**src/rtl/hilo_pkg.sv**
```systemverilog
// Shared constants, state encoding and helpers for the sequential HI/LO multiply/divide unit.
package hilo_pkg;

  localparam int unsigned ITER = 32;

  localparam logic [5:0] FN_MTHI  = 6'h11;
  localparam logic [5:0] FN_MTLO  = 6'h13;
  localparam logic [5:0] FN_MULT  = 6'h18;
  localparam logic [5:0] FN_MULTU = 6'h19;
  localparam logic [5:0] FN_DIV   = 6'h1a;
  localparam logic [5:0] FN_DIVU  = 6'h1b;

  typedef enum logic [1:0] {IDLE, RUN, FIX} state_e;

  function automatic logic [31:0] abs32(input logic [31:0] x);
    return x[31] ? (~x + 32'd1) : x;
  endfunction

  function automatic logic is_muldiv(input logic [5:0] fn);
    return (fn == FN_MULT) || (fn == FN_MULTU) || (fn == FN_DIV) || (fn == FN_DIVU);
  endfunction

endpackage

```
**src/rtl/muldiv_iter.sv**
```systemverilog
// Combinational single step: shift-add multiply or restoring-divide subtract-shift.
module muldiv_iter (
  input  logic        op_div_i,
  input  logic [63:0] acc_i,
  input  logic [31:0] operand_i,
  output logic [63:0] acc_o
);

  logic [32:0] sum;
  logic [32:0] trial;

  always_comb begin
    // Multiply: acc = {partial product, remaining multiplier bits}, LSB consumed each step.
    sum   = {1'b0, acc_i[63:32]} + {1'b0, (acc_i[0] ? operand_i : 32'd0)};
    // Divide: acc = {remainder, quotient}; the shifted remainder needs 33 bits.
    trial = acc_i[63:31] - {1'b0, operand_i};
    if (op_div_i) begin
      if (!trial[32]) begin
        acc_o = {trial[31:0], acc_i[30:0], 1'b1};
      end else begin
        acc_o = {acc_i[62:0], 1'b0};
      end
    end else begin
      acc_o = {sum, acc_i[31:1]};
    end
  end

endmodule

```
**src/rtl/hilo_muldiv_unit.sv**
```systemverilog
// HI/LO register file with a 32-iteration sequential multiplier/divider and busy/done handshake.
module hilo_muldiv_unit #(
  parameter int unsigned ITER = hilo_pkg::ITER
) (
  input  logic        clk,
  input  logic        reset,
  input  logic        start,
  input  logic [5:0]  functcode,
  input  logic [31:0] rs_content,
  input  logic [31:0] rt_content,
  output logic        busy,
  output logic        done,
  output logic [31:0] hi,
  output logic [31:0] lo
);
  import hilo_pkg::*;

  localparam int unsigned CntW = $clog2(ITER + 1);

  state_e          state_q;
  logic [CntW-1:0] cnt_q;
  logic            is_div_q;
  logic            neg_quot_q;
  logic            neg_rem_q;
  logic            div0_q;
  logic [31:0]     rs_q;
  logic [31:0]     opnd_q;
  logic [63:0]     acc_q;
  logic [31:0]     hi_q;
  logic [31:0]     lo_q;
  logic            busy_q;
  logic            done_q;

  logic            signed_op;
  logic [31:0]     rs_mag;
  logic [31:0]     rt_mag;
  logic [63:0]     acc_step;
  logic [63:0]     prod_fix;
  logic [31:0]     quot_fix;
  logic [31:0]     rem_fix;

  always_comb begin
    signed_op = (functcode == FN_MULT) || (functcode == FN_DIV);
    rs_mag    = signed_op ? abs32(rs_content) : rs_content;
    rt_mag    = signed_op ? abs32(rt_content) : rt_content;
    // neg_* are only ever set for signed ops, so they alone decide the sign fix-up.
    prod_fix  = neg_quot_q ? (~acc_q + 64'd1) : acc_q;
    quot_fix  = neg_quot_q ? (~acc_q[31:0] + 32'd1) : acc_q[31:0];
    rem_fix   = neg_rem_q ? (~acc_q[63:32] + 32'd1) : acc_q[63:32];
  end

  muldiv_iter u_iter (
    .op_div_i  (is_div_q),
    .acc_i     (acc_q),
    .operand_i (opnd_q),
    .acc_o     (acc_step)
  );

  always_ff @(posedge clk) begin
    if (reset) begin
      state_q    <= IDLE;
      cnt_q      <= '0;
      is_div_q   <= 1'b0;
      neg_quot_q <= 1'b0;
      neg_rem_q  <= 1'b0;
      div0_q     <= 1'b0;
      rs_q       <= '0;
      opnd_q     <= '0;
      acc_q      <= '0;
      hi_q       <= '0;
      lo_q       <= '0;
      busy_q     <= 1'b0;
      done_q     <= 1'b0;
    end else begin
      done_q <= 1'b0;
      case (state_q)
        IDLE: begin
          if (start) begin
            if (is_muldiv(functcode)) begin
              state_q    <= RUN;
              busy_q     <= 1'b1;
              cnt_q      <= '0;
              is_div_q   <= functcode[1];
              neg_quot_q <= signed_op & (rs_content[31] ^ rt_content[31]);
              neg_rem_q  <= signed_op & rs_content[31];
              div0_q     <= (rt_content == 32'd0);
              rs_q       <= rs_content;
              opnd_q     <= rt_mag;
              acc_q      <= {32'd0, rs_mag};
            end else if (functcode == FN_MTHI) begin
              hi_q <= rs_content;
            end else if (functcode == FN_MTLO) begin
              lo_q <= rs_content;
            end
          end
        end
        RUN: begin
          acc_q <= acc_step;
          cnt_q <= cnt_q + 1'b1;
          if (cnt_q == CntW'(ITER - 1)) begin
            state_q <= FIX;
          end
        end
        FIX: begin
          state_q <= IDLE;
          busy_q  <= 1'b0;
          done_q  <= 1'b1;
          cnt_q   <= '0;
          if (!is_div_q) begin
            hi_q <= prod_fix[63:32];
            lo_q <= prod_fix[31:0];
          end else if (div0_q) begin
            hi_q <= rs_q;
            lo_q <= 32'hFFFF_FFFF;
          end else begin
            hi_q <= rem_fix;
            lo_q <= quot_fix;
          end
        end
        default: state_q <= IDLE;
      endcase
    end
  end

  assign busy = busy_q;
  assign done = done_q;
  assign hi   = hi_q;
  assign lo   = lo_q;

endmodule

```
**config.mk**
```make
export PLATFORM = sky130hd
export DESIGN_NAME = hilo_muldiv_unit
export DESIGN_NICKNAME = d
export VERILOG_FILES = /design/src/rtl/hilo_pkg.sv /design/src/rtl/muldiv_iter.sv /design/src/rtl/hilo_muldiv_unit.sv
export SDC_FILE = /design/constraint.sdc
export NUM_CORES = 1
export LEC_CHECK = 0
export ABC_CLOCK_PERIOD_IN_PS = 6500
export BUFFER_PORTS_ARGS = -buffer_cell sky130_fd_sc_hd__buf_2
export CELL_PAD_IN_SITES_DETAIL_PLACEMENT = 1
export CELL_PAD_IN_SITES_GLOBAL_PLACEMENT = 1
export CORE_ASPECT_RATIO = 0.75
export CORE_MARGIN = 5
export CORE_UTILIZATION = 49
export DETAILED_ROUTE_END_ITERATION = 6
export PLACE_DENSITY_LB_ADDON = 0.1
export SETUP_SLACK_MARGIN = 0.3
export SYNTH_ARGS = -nofsm -noshare
export SYNTH_HDL_FRONTEND = slang
export SYNTH_HIERARCHICAL = 1
export SYNTH_SLANG_ARGS = --single-unit
```
**constraint.sdc**
```tcl
create_clock -name clk -period 6.5 [get_ports clk]
set_input_delay 1.625 -clock clk [delete_from_list [all_inputs] [get_ports clk]]
set_output_delay 1.625 -clock clk [all_outputs]
set_load 0.05 [all_outputs]
```
==> flow_summary.ini, run 1 <==
[place]
post-place-cells = 2767
gp_congestion = 0.956
hpwl_um = 50800
port-buffer-count = 138
dp_slack_ns = 1.76

[cells_and_area]
drive_above_1_share = 0.119
nNetsFinal = 2490
multi_input_area_mm2 = 0.0118
syn_to_final_growth_pct = 10.1
fill_cells = 4349
regArea_mm2 = 0.00413
fin_cells = 2811
final_common_cell = nand2_1
final_cell_mix = nand2_1 (289), a21oi_1 (262), dfxtp_1 (205)

[floorplan]
io_pins = 139
chipHeight_um = 170
design.core.area_mm2 = 0.0337
initial_utilization = 0.499
die_area_mm2 = 0.0381
fp.dieW_um = 224
std_cell_rows = 58

[logic_synthesis]
synth_edf_count = 0
synth_fp_nets = 2474
ys_seq_area_frac = 0.246
netlist_area_mm2 = 0.0168
synth_cell_type_count = 88
ys_warn_count = 6
async_reset_ff_frac = 0
synth_top_flop_cell = dfxtp_1
ys_ff_latch = 206
syn_inst = 2327
syn_area_per_cell_um2 = 7.22

[timing]
period_minus_slack_ns = 4.72
slew_viol_final = 0
hold_violations = 0
holdWs_ns = 0.449
fin_skew_ns = 0.0168
worst_pin_slew_ns = 1.22
setup_slack_ns = 1.78
slew_headroom = 0.181
setup_viol = 0
max_freq_mhz = 212
rsz0062_at_grt = false
fin_setup_tns_ns = 0
min_period_over_period = 0.727

[worst_setup_path]
cp_data_required_time_ns = 6.97
crit_fanout = 37
setup.worst_path.end_class = register
crit_type = reg2reg
cp-start-kind = register
crit_arrival_ns = 5.19

[pwr]
internal_power_w = 0.00248
clockPowerShare = 0.426
ir_worst_vdd_uv = 198
swShare = 0.321
combPwrFrac = 0.213
p_leak_nw = 7.12
power.switching_w = 0.00117
seq_power_share = 0.361
p_per_area_mw_per_mm2 = 197

[grt]
grt.overflow.total = 0
track_usage = 0.350
grt_pass1_wl_um = 107000
first_global_vias = 18593
grt_start_max_net_pins = 110
antenna_found_initial = 1

[route]
vias = 18678
vias_per_cell = 6.64
wl_per_cell_um = 24.8
wl_um = 69800
drc = 0
ant_nets = 0
first_iter_violations = 1871
firstDrtPassIters = 5

[status]
status = complete, no violations

[clock_network]
cts_made_buffers = 24
cts-root-buf = clkbuf_16
numClockSinks = 206
cts_tree = done
cts.clk_slew.worst_paths_ns = 0.06
postCtsSetupRepairBufs = 0
cts_resized = 0
clk_latency_ns = 0.55
cts_buffer_depth = 3
holdBufCountCts = 0
htree_levels = 1

[job]
maxCapViolations = 0

[min_path]
hp-class = reg2reg
==> cells in the mapped netlist, types with 41 or more instances <==
library cell / n / share of area
nand2_1: 289 / 0.065
a21oi_1: 263 / 0.078
dfxtp_1: 206 / 0.25
nor2_1: 196 / 0.044
clkbuf_1: 146 / 0.033
o21ai_0: 139 / 0.041
xnor2_1: 85 / 0.044
nand3_1: 75 / 0.022
ha_1: 72 / 0.054
inv_1: 68 / 0.015
a211oi_1: 67 / 0.030
xor2_1: 59 / 0.031
nor3_1: 54 / 0.016
and2_1: 41 / 0.015
==> critical path: stages, from the launching register on <==
cell and delay (ns):
dfxtp_1 1.07, and2_1 0.26, ha_1 0.22, fa_1 0.25
a211oi_1 0.13, o21ai_0 0.18, o21ai_0 0.33, a2111oi_0 0.87
a211oi_1 0.21, nor3b_2 0.24, o21bai_1 0.21, a211oi_1 0.11
nor3_1 0.24, nand3_1 0.11, a21oi_1 0.19
==> sequential cells by signal, summed over array words and instances (netlist names) <==
name / cells
is_div_q: 1
rs_q: 32
div0_q: 1
neg_quot_q: 1
cnt_q: 6
state_q: 2
hi: 32
done: 1
busy: 1
lo: 32
opnd_q: 32
acc_q: 64
neg_rem_q: 1
==> logic make-up after synthesis <==
family | synth area share
compound gates | 0.275
xor+xnor | 0.0761
fa+ha+maj | 0.0560
buf+inv | 0.0581
flops | 0.246
mux | 0.0465
simple gates | 0.243
==> layout make-up <==
| type | count | share of cell area |
|---|---|---|
| antenna | 1 | 0.000135 |
| clock buffer | 32 | 0.0379 |
| clock inverter | 11 | 0.0106 |
| inverter | 71 | 0.0144 |
| multi-input combinational | 1877 | 0.636 |
| sequential | 206 | 0.223 |
| tap | 450 | 0.0304 |
| timing repair buffer | 163 | 0.0478 |
==> through the flow <==
| step | instance area [µm²] | power (W) | util |
|---|---|---|---|
| floorplan | 16800 | 0.00183 | - |
| global placement | 17600 | 0.00207 | 0.523 |
| detailed placement | 17600 | 0.00209 | 0.523 |
| CTS | 18500 | 0.00364 | 0.549 |
| global route | 18500 | 0.00375 | 0.549 |
| finish | 18500 | 0.00365 | 0.549 |
==> layer usage <==
layer  GRT usage  share of wire
met5           0        0.00019
met4      0.0836          0.024
met3      0.0798          0.096
met2       0.529           0.42
met1       0.509           0.46
==> path summary, 6_finish.rpt <==
| kind | from | end | slack, ns | cells past startpoint |
|---|---|---|---|---|
| hold / removal | lo[0] | lo[0] | 0.45 | 2 |
| hold reg to reg | lo[0] | lo[0] | 0.45 | 2 |
| setup reg to reg | acc_q[0] | acc_q[63] | 1.78 | 14 |
| setup / recovery | acc_q[0] | acc_q[63] | 1.78 | 14 |
==> power by group through the flow <==
stage | registers, W | logic, W | clock network [W]
floorplan | 0.00137 | 0.000460 | 0
global placement | 0.00134 | 0.000730 | 0
detailed placement | 0.00134 | 0.000748 | 0
CTS | 0.00132 | 0.000754 | 0.00157
global route | 0.00132 | 0.000819 | 0.00162
finish | 0.00132 | 0.000779 | 0.00155
Note: power is estimated with default switching activity, not from simulation.
==> run 2: changes to the inputs <==
- ABC_AREA: not set -> 1
- ABC_CLOCK_PERIOD_IN_PS: 6500 -> 4400
- CORE_UTILIZATION: 49 -> 43
- clock period: 6.5 -> 4.4 ns (I/O delays scaled with it)
==> flow_summary.ini, run 2 <==
[timing]
setup_viol = 0
fin_skew_ns = 0.0322
rsz0062_at_grt = false
period_minus_slack_ns = 3.50
min_period_over_period = 0.795
slew_viol_final = 0
slew_headroom = 0.110
holdWs_ns = 0.492
worst_pin_slew_ns = 1.33
max_freq_mhz = 286
fin_setup_tns_ns = 0
hold_violations = 0

[job]
maxCapViolations = 0

[min_path]
worstHoldStart = lo[4]
hp-class = reg2reg
hold_depth = 2

[logic_synthesis]
ys_top_cells_by_area = dfxtp_1 (21%), nand2_1 (18%), inv_1 (8.4%)
synth_top_flop_cell = dfxtp_1
syn_inst = 3459
synth_edf_count = 0
yosys-top-cells-count = nand2_1 (940), inv_1 (436), nor2_1 (407)
netlist_area_mm2 = 0.0194
synth_fp_nets = 3606
synth.most_common_cell = nand2_1
ys_seq_area_frac = 0.212
synth_top_area_frac = 0.212
ys_ff_latch = 206
async_reset_ff_frac = 0
synth_top_cell_by_area = dfxtp_1
syn_area_per_cell_um2 = 5.62
synth_cell_type_count = 58
ys_warn_count = 6

[worst_setup_path]
cp-start-kind = register
rr_worst_depth = 16
crit_fanout = 31
cp_data_required_time_ns = 4.87
rrSetupSlack_ns = 0.90
reg2reg_from = acc_q[0]
critical_path.endpoint = acc_q[60]
setup.worst_path.end_class = register
crit_arrival_ns = 3.97
startpoint = acc_q[0]
crit_type = reg2reg
reg2reg_to = acc_q[60]

[route]
wl_um = 102000
wl_per_cell_um = 24.7
ant_nets = 0
vias = 25154
vias_per_cell = 6.08
firstDrtPassIters = 6
first_iter_violations = 3104
drc = 0

[cells_and_area]
largest_register_ffs = 64
drive_above_1_share = 0.0889
final_cell_mix = nand2_1 (940), inv_1 (435), nor2_1 (406)
regMostFlops = acc_q
final_common_cell = nand2_1
syn_to_final_growth_pct = 10.3
nNetsFinal = 3675

[status]
status = complete, no violations

[clock_network]
clk_latency_ns = 0.59
postCtsSetupRepairBufs = 0
holdBufCountCts = 0
cts-root-buf = clkbuf_16
htree_levels = 1
numClockSinks = 206
cts_buffer_depth = 3
cts.clk_slew.worst_paths_ns = 0.07
cts_resized = 0
cts_made_buffers = 25
cts_tree = done

[place]
gp_congestion = 1.06
port-buffer-count = 138
hpwl_um = 82000

[pwr]
p_leak_nw = 11.1
p_per_area_mw_per_mm2 = 278
ir_worst_vdd_uv = 309

[grt]
track_usage = 0.392
first_global_vias = 24134
antenna_found_initial = 3
grt_pass1_wl_um = 152000
grt.overflow.total = 0
grt_start_max_net_pins = 90

[floorplan]
die_area_mm2 = 0.0496
fp.dieW_um = 256
io_pins = 139
initial_utilization = 0.435
design.core.area_mm2 = 0.0447
chipHeight_um = 194
std_cell_rows = 67
-- run 2: report_power, final --
part	leakage [nW]	switching, W	internal [W]
Clock	0.395	0.000975	0.00122
Combinational	9.00	0.00134	0.000461
Sequential	1.67	0.0000595	0.00190
Total	11.1	0.00238	0.00358
-- run 2: how the worst min path moves through the flow --
| stage | to | slack (ns) |
|---|---|---|
| after floorplan | state_q[0] | 0.46 |
| after global placement | busy | 0.47 |
| after detailed placement | lo[4] | 0.48 |
| after CTS | lo[4] | 0.49 |
| after global routing | lo[4] | 0.50 |
| final | lo[4] | 0.49 |
-- run 2: cell type report --
type | count | area, µm²
Fill cell | 6379 | 23200
Multi-Input combinational cell | 2666 | 13000
Sequential cell | 206 | 4130
Inverter | 447 | 1680
Timing Repair Buffer | 182 | 1050
Tap cell | 586 | 733
Clock buffer | 30 | 674
Clock inverter | 13 | 144
Antenna cell | 4 | 10.0
-- run 2: cell families (layout without fill, tap and decap cells) --
family,Yosys count,in the layout,share of synthesized area
AO/OA/AOI/OAI,761,761,0.212
XOR/XNOR,43,43,0.0194
adder cells (fa/ha/maj),74,74,0.0484
buffers and inverters,587,672,0.118
flip-flops,206,206,0.212
multiplexers,1,1,0.000515
other,0,4,0
AND/OR/NAND/NOR,1787,1787,0.390
-- run 2: per-layer routing --
layer  global-route usage  part of all wire  up-vias
met5                    0           0.00013        -
met4               0.0661             0.019        2
met3                0.135              0.14      156
met2                0.523              0.37     1411
met1                0.607              0.47    12215
li1                     -                 -    11370
-- run 2: worst max-delay path, cell delays in order (launching register included) --
cell and delay [ns]:
dfxtp_1 0.52, buf_4 0.42, nand2_1 0.14, inv_1 0.09, ha_1 0.29, a21oi_1 0.27, o21ai_0 0.22, a21oi_1 0.34
o21ai_0 0.17, buf_4 0.19, nand2_1 0.15, nand2_1 0.08, nand2_1 0.06, nand3_1 0.07, nand2_1 0.10, a21oi_1 0.07
a211oi_1 0.19
-- run 2: through the flow --
| step | setup WS, ns | cells | utilization | power, W | instance area (µm²) |
|---|---|---|---|---|---|
| after floorplan | 1.80 | 3459 | - | 0.00312 | 19400 |
| after global placement | 0.793 | 4087 | 0.462 | 0.00366 | 20600 |
| after detailed placement | 0.752 | 4087 | 0.462 | 0.00371 | 20600 |
| after CTS | 1.11 | 4130 | 0.480 | 0.00587 | 21500 |
| after global routing | 0.829 | 4130 | 0.480 | 0.00615 | 21500 |
| final | 0.902 | 4134 | 0.480 | 0.00596 | 21500 |
==> run 3: changes to the inputs <==
- ABC_CLOCK_PERIOD_IN_PS: 4400 -> 2900
- CORE_UTILIZATION: 43 -> 39
- clock period: 4.4 -> 2.9 ns (I/O delays scaled with it)
==> flow_summary.ini, run 3 (same netlist as run 2, synthesis figures left out) <==
[status]
status = complete, no violations

[route]
drc = 0
first_iter_violations = 3506
wl_per_cell_um = 26.2
ant_nets = 0
vias_per_cell = 6.01
vias = 26302
firstDrtPassIters = 5
wl_um = 115000

[cells_and_area]
syn_to_final_growth_pct = 27.5
largest_register_ffs = 64
final_common_cell = nand2_1
nNetsFinal = 3854
fin_cells = 4378
regMostFlops = acc_q
fill_cells = 6773
drive_above_1_share = 0.220
final_cell_mix = nand2_1 (856), inv_1 (421), nor2_1 (353)

[clock_network]
cts.clk_slew.worst_paths_ns = 0.08
htree_levels = 1
clk_latency_ns = 0.60
cts-root-buf = clkbuf_16
cts_tree = done
cts_made_buffers = 26
numClockSinks = 206
cts_buffer_depth = 3
holdBufCountCts = 0

[pwr]
ir_worst_vdd_uv = 465
p_per_area_mw_per_mm2 = 405
p_leak_nw = 12.3

[grt]
antenna_found_initial = 3
grt_start_max_net_pins = 90
grt_use_met1 = 0.606
top_usage_layer = met1
met3_usage = 0.165
first_global_vias = 24874
track_usage = 0.393
grt.overflow.total = 0
grt_pass1_wl_um = 163000
grt_use_met2 = 0.512

[worst_setup_path]
reg2reg_from = opnd_q[2]
cp_data_required_time_ns = 3.39
startpoint = opnd_q[2]
crit_type = reg2reg
setup.worst_path.end_class = register
crit_arrival_ns = 3.26
crit_fanout = 4
cp-start-kind = register

[floorplan]
chipHeight_um = 203
std_cell_rows = 70
initial_utilization = 0.397
io_pins = 139
design.core.area_mm2 = 0.0490
fp.dieW_um = 268
die_area_mm2 = 0.0545

[timing]
rsz0062_at_grt = true
slew_headroom = 0.413
min_period_over_period = 0.957
period_minus_slack_ns = 2.77
hold_violations = 0
slew_viol_final = 0
fin_skew_ns = 0.0368
setup_viol = 0
max_freq_mhz = 360
setup_slack_ns = 0.125
worst_pin_slew_ns = 0.879

[place]
dp_slack_ns = -0.00331
post-place-cells = 4285
hpwl_um = 90300
port-buffer-count = 138
gp_congestion = 1.07

[min_path]
worstHoldStart = lo[10]
hp-class = reg2reg

[job]
maxCapViolations = 0
run 3: cell types whose count changed in the layout (fill, tap and decap cells not counted), sizes merged:
| cell | previous run | this run |
|---|---|---|
| buf | 182 | 357 |
| bufinv | 2 | 3 |
| clkbuf | 30 | 34 |
| clkinv | 7 | 10 |
| clkinvlp | 4 | 2 |
| nand2 | 970 | 971 |
run 3: area by class of cell:
cell class | count | area [µm²] | area share
flip-flops and latches | 206 | 4210 | 0.170
clock inverters | 15 | 181 | 0.00731
diodes | 4 | 10.0 | 0.000404
multi-input cells | 2667 | 14500 | 0.586
repair buffers | 359 | 2690 | 0.108
inverters | 447 | 1690 | 0.0680
clock buffers | 32 | 693 | 0.0279
well taps | 648 | 811 | 0.0327
run 3: path summary, 6_finish.rpt:
| check | endpoint | slack (ns) | depth (start not counted) |
|---|---|---|---|
| setup reg to reg | acc_q[58] | 0.13 | 14 |
| hold reg to reg | lo[10] | 0.48 | 2 |
| hold / removal | lo[10] | 0.48 | 2 |
| setup / recovery | acc_q[58] | 0.13 | 14 |
run 3: power by group:
group | internal [W] | switching (W) | total, W
sequential | 0.00288 | 0.0000838 | 0.00296
clock | 0.00198 | 0.00154 | 0.00352
combinational | 0.00109 | 0.00247 | 0.00356
total | 0.00595 | 0.00409 | 0.0100
run 3: stage by stage:
stage / hold slack, ns / power (W) / setup TNS, ns / area [µm²] / util
4_1_cts: 0.463 / 0.00957 / 0 / 23400 / 0.477
5_1_grt: 0.489 / 0.0103 / 0 / 24800 / 0.505
6_report: 0.477 / 0.0100 / 0 / 24800 / 0.506
3_5_place_dp: 0.462 / 0.00589 / -0.00331 / 21900 / 0.446
2_1_floorplan: 0.457 / 0.00474 / 0 / 19500 / -
3_3_place_gp: 0.455 / 0.00582 / 0 / 21900 / 0.446
run 3: layer usage:
layer	wire length, µm	vias to the layer above
li1	-	11779
met1	52300	12927
met2	43300	1470
met3	17400	126
met4	1830	0
met5	0	-
run 3: repair_timing:
action / in CTS / in global routing
cloned: 3 / 2
gates resized for setup: 132 / 307
pin swaps: 12 / 83
endpoints found under the setup margin: 37 / 55
buffers inserted: 15 / 22
run 3: worst max-delay path: stages, from the launching register on:
cell	delay, ns
dfxtp_2	0.47
inv_1	0.09
ha_1	0.36
inv_1	0.12
nor3_1	0.28
nand3_1	0.14
nand3_1	0.26
nand2_1	0.18
nand3b_1	0.13
nand2_1	0.11
nand2_4	0.09
nand3_2	0.06
nand2_2	0.10
a21oi_2	0.05
a211oi_2	0.24
